### config.mk
export PLATFORM = sky130hd
export DESIGN_NAME = unidad_pc
export DESIGN_NICKNAME = d
export VERILOG_FILES = /design/src/rtl/unidad_pc.sv
export SDC_FILE = /design/constraint.sdc
export NUM_CORES = 1
export LEC_CHECK = 0
export CAP_MARGIN = 30
export CORE_MARGIN = 4
export CORE_UTILIZATION = 55
export DETAILED_ROUTE_END_ITERATION = 10
export GPL_ROUTABILITY_DRIVEN = 0
export PLACE_DENSITY = 0.91
export RECOVER_POWER = 100
export SYNTH_ARGS = -nofsm -noshare
export SYNTH_HDL_FRONTEND = slang
export SYNTH_SLANG_ARGS = --single-unit
### constraint.sdc
create_clock -name clk -period 6 [get_ports clk]
set_input_delay 0.9 -clock clk [delete_from_list [all_inputs] [get_ports clk]]
set_output_delay 0.9 -clock clk [all_outputs]
set_load 0.01 [all_outputs]
### src/rtl/unidad_pc.sv
// Program-counter / next-PC stage of the RV32I core: PC register, redirect bubble,
// misaligned-target trap and taken-redirect counter.
module unidad_pc #(
    parameter logic [31:0] RESET_PC    = 32'h0000_0000,
    parameter logic [31:0] TRAP_VECTOR = 32'h0000_0100,
    parameter int unsigned CNT_W       = 16
) (
    input  logic             clk,
    input  logic             reset,
    input  logic             stall,
    input  logic             instr_valida,
    input  logic             es_branch,
    input  logic             es_jal,
    input  logic             es_jalr,
    input  logic             z_branch,
    input  logic [31:0]      imm,
    input  logic [31:0]      rs1,
    output logic [31:0]      pc,
    output logic [31:0]      pc_mas4,
    output logic             flush,
    output logic             excepcion,
    output logic [31:0]      epc,
    output logic [CNT_W-1:0] cnt_tomados
);

    typedef enum logic [1:0] {Ejecuta, Descarte, Trap} estado_t;

    localparam logic [CNT_W-1:0] CntUno = CNT_W'(1);

    estado_t          estado_q, estado_d;
    logic [31:0]      pc_q, pc_d;
    logic [31:0]      epc_q, epc_d;
    logic [CNT_W-1:0] cnt_q, cnt_d;
    logic             flush_q, flush_d;
    logic             exc_q, exc_d;

    logic [31:0]      destino_rel;
    logic [31:0]      destino_jalr;
    logic [31:0]      destino;
    logic             salta;

    assign pc_mas4      = pc_q + 32'd4;
    assign destino_rel  = pc_q + imm;
    assign destino_jalr = (rs1 + imm) & ~32'h1;

    // Redirect class priority: JALR, then JAL, then taken branch.
    always_comb begin
        salta   = 1'b0;
        destino = destino_rel;
        if (instr_valida) begin
            if (es_jalr) begin
                salta   = 1'b1;
                destino = destino_jalr;
            end else if (es_jal) begin
                salta = 1'b1;
            end else if (es_branch && z_branch) begin
                salta = 1'b1;
            end
        end
    end

    always_comb begin
        estado_d = estado_q;
        pc_d     = pc_q;
        epc_d    = epc_q;
        cnt_d    = cnt_q;
        flush_d  = 1'b0;
        exc_d    = 1'b0;
        case (estado_q)
            Ejecuta: begin
                if (!salta) begin
                    pc_d = pc_mas4;
                end else if (destino[1:0] == 2'b00) begin
                    pc_d     = destino;
                    flush_d  = 1'b1;
                    cnt_d    = cnt_q + CntUno;
                    estado_d = Descarte;
                end else begin
                    pc_d     = TRAP_VECTOR;
                    epc_d    = pc_q;
                    exc_d    = 1'b1;
                    estado_d = Trap;
                end
            end
            Descarte: estado_d = Ejecuta;
            Trap:     estado_d = Ejecuta;
            default:  estado_d = Ejecuta;
        endcase
    end

    // A stall freezes everything, including any pulse waiting to be emitted.
    always_ff @(posedge clk) begin
        if (reset) begin
            estado_q <= Ejecuta;
            pc_q     <= RESET_PC;
            epc_q    <= 32'h0;
            cnt_q    <= '0;
            flush_q  <= 1'b0;
            exc_q    <= 1'b0;
        end else if (!stall) begin
            estado_q <= estado_d;
            pc_q     <= pc_d;
            epc_q    <= epc_d;
            cnt_q    <= cnt_d;
            flush_q  <= flush_d;
            exc_q    <= exc_d;
        end
    end

    assign pc          = pc_q;
    assign epc         = epc_q;
    assign cnt_tomados = cnt_q;
    assign flush       = flush_q & ~stall;
    assign excepcion   = exc_q & ~stall;

endmodule

==> reports/metrics.cfg <==
[clock_tree]
htreeDepth = 3
insertion_delay_ns = 0.34
cts-root-buf = clkbuf_16
clockBufferDepth = 2
cts_tree = done
ctsResizeCount = 0
path_clk_slew_ns = 0.06
cts_setup_buffers = 0
cts.sinks = 84
cts-hold-fix-buffers = 0
numCtsBuffers = 9

[global_routing]
track_usage = 0.290
grt-ovfl-total = 0
grt_pass1_vias = 7518
antenna_found_initial = 0
grt_pass1_wl_um = 37700
grt_max_degree = 49

[timing]
finalHoldViolCount = 0
finalCriticalPeriod_ns = 4.80
finClkSkew_ns = 0.00984
setup_violations = 0
fmax_mhz = 208
drv_slew = 35
post-route-period-util = 0.800
setup_tns_ns = 0
slew_headroom = -0.00939
rsz0062_at_grt = no
tightest_slew_ns = 1.51

[floorplan]
design.core.area_mm2 = 0.0133
ios = 186
chipWidth_um = 125
rows = 42
start_util = 0.564
dieArea_mm2 = 0.0156
die_y_um = 125

[synth]
yosys_warnings = 0
synth-edff-count = 0
synth_nets = 1148
synthSimpleGateAreaFrac = 0.242
yosysTopAreaCell = dfxtp_1
synth_top_family_by_area = compound AO/OA/AOI/OAI gates
synth_top_area_share = 0.224
synth_xor_area_frac = 0.110
yosys-mux-area-fraction = 0.00134
ys_ff_latch = 84
synthArstFlopShare = 0
synth_cells = 1011
synth-compound-area-share = 0.269
syn-cell-area_mm2 = 0.00749
synth_seq_area_share = 0.224
ys_types = 73
synth_fa_ha_area_frac = 0.111
avgSynthCellArea_um2 = 7.41
ys_top_cells_by_area = dfxtp_1 (22%), ha_1 (11%), nand2_1 (7.7%), a21oi_1 (7.2%), xnor2_1 (6.1%)
synthFlopType = dfxtp_1

[worst_setup_path]
worstPathArrival_ns = 4.99
worst-path-max-fanout = 15
cp_data_required_time_ns = 6.19
crit_type = input port to register
startpoint_type = input port
cp-end-kind = register

[layout]
final_layout_size_suffix_gt1_frac = 0.0285
diodes = 0
fin_nets = 1291
final_cell_area_mm2 = 0.00967
syn2layout_area_growth_pct = 29.0
final_util = 0.727

[placement]
port_buffers = 185
place_area_mm2 = 0.00937
hpwl_um = 18400

[job]
max_cap_violations = 1

[power_and_ir_drop]
peakVddDrop_mv = 0.109
p_per_area_mw_per_mm2 = 195
p_leak_nw = 4.18

[drt]
drt_wl_total_um = 23800
first_iter_violations = 996
num_vias = 8317
dr.pass1.iters = 5
wl_per_cell_um = 17.8
ant_nets = 0
drc = 0
via_per_inst = 6.23

[run_status]
status = finished with violations
violations = max-capacitance violations, max-slew violations

[min_path]
hold_class = register to register

cell usage in the layout, fill, tap and decap left out, types with 5 or more instances in the layout:
cell type	synthesis	final
nor3_1	22	22
o21bai_1	9	9
dfxtp_1	84	84
a21oi_1	108	108
o211ai_1	8	8
and3_1	20	20
a21o_1	37	37
a211oi_1	20	20
clkbuf_16	0	9
nand3_1	36	36
xnor2_1	52	52
and4_1	6	6
or3_1	5	5
nand4_1	17	17
nor2_1	79	81
a221oi_1	14	14
dlygate4sd3_1	0	115
nor2b_1	10	10
o21ai_1	10	10
a31oi_1	9	9
ha_1	63	63
and2_1	7	7
clkdlybuf4s50_1	0	69
nand2b_1	10	10
o21a_1	5	5
o21ai_0	35	36
nand2_1	153	153
a22oi_1	7	7
inv_1	16	16
xor2_1	42	42
power by group:
| part | switching (mW) | internal [mW] | total (mW) |
|---|---|---|---|
| Sequential | 0.0459 | 0.578 | 0.624 |
| Combinational | 0.362 | 0.288 | 0.650 |
| Clock | 0.220 | 0.387 | 0.607 |
| Total | 0.628 | 1.25 | 1.88 |
per-stage QoR:
step	instances	hold WS (ns)	setup slack, ns	total power, mW
2_1_floorplan	1011	0.449	2.77	1.04
3_3_place_gp	1318	0.441	1.44	1.27
3_5_place_dp	1319	0.447	1.24	1.28
4_1_cts	1334	0.455	1.61	1.88
5_1_grt	1334	0.468	0.970	1.96
6_report	1334	0.450	1.20	1.88
layer usage:
| metal | vias up | routed length (um) | share of wire | global-route usage |
|---|---|---|---|---|
| li1 | 3959 | - | - | - |
| met1 | 3787 | 9980 | 0.42 | 0.400 |
| met2 | 504 | 10600 | 0.44 | 0.462 |
| met3 | 67 | 2510 | 0.11 | 0.0450 |
| met4 | 0 | 768 | 0.032 | 0.0980 |
| met5 | - | 0 | 0 | 0 |
flip-flops by register name (all words and copies together), names as in the netlist:
name,flops
estado_q,2
flush_q,1
cnt_tomados,16
pc,32
epc,32
exc_q,1
synthesized netlist by cell type (9+ instances only):
cell type / n
nand2_1: 153
a21oi_1: 108
dfxtp_1: 84
nor2_1: 79
ha_1: 63
xnor2_1: 52
xor2_1: 42
clkbuf_1: 40
a21o_1: 37
nand3_1: 36
o21ai_0: 35
nor3_1: 22
a211oi_1: 20
and3_1: 20
nand4_1: 17
inv_1: 16
a221oi_1: 14
buf_2: 12
nand2b_1: 10
nor2b_1: 10
o21ai_1: 10
a31oi_1: 9
o21bai_1: 9
critical path, stage by stage:
cell and delay (ns):
dlygate4sd3_1 0.60, inv_1 0.11, fa_1 0.58, and3_1 0.57, a31oi_1 0.24, nand2b_1 0.42
nor2_1 0.53, nand4_1 0.33, nor2_1 0.33, nand3_1 0.14, xor2_1 0.17, nor2_1 0.06
kinds of logic (layout without fill, tap and decap cells):
kind of cell / count (synthesis) / count (layout)
simple gates: 385 / 385
compound gates: 306 / 306
xor+xnor: 94 / 94
flops: 84 / 84
buf+inv: 76 / 223
fa+ha+maj: 65 / 65
mux: 1 / 1
final cells by class:
type                    count  area (um^2)
inverters                  16         60.1
repair buffers            192         1910
clock buffers              12          256
fillers                  1008         3630
flip-flops and latches     84         1680
multi-input cells         851         5470
clock inverters             3         68.8
well taps                 176          220
path summary, 6_finish.rpt:
check,startpoint,to,slack (ns),cells past startpoint
hold / removal,epc[4]$_SDFFE_PP0P_,epc[4]$_SDFFE_PP0P_,0.45,2
setup reg to reg,pc[0]$_SDFFE_PP0P_,cnt_tomados[13]$_SDFFE_PP0P_,2.47,11
setup / recovery,imm[1],cnt_tomados[13]$_SDFFE_PP0P_,1.20,12
hold reg to reg,epc[4]$_SDFFE_PP0P_,epc[4]$_SDFFE_PP0P_,0.45,2
(Power assumes the default switching activity.)
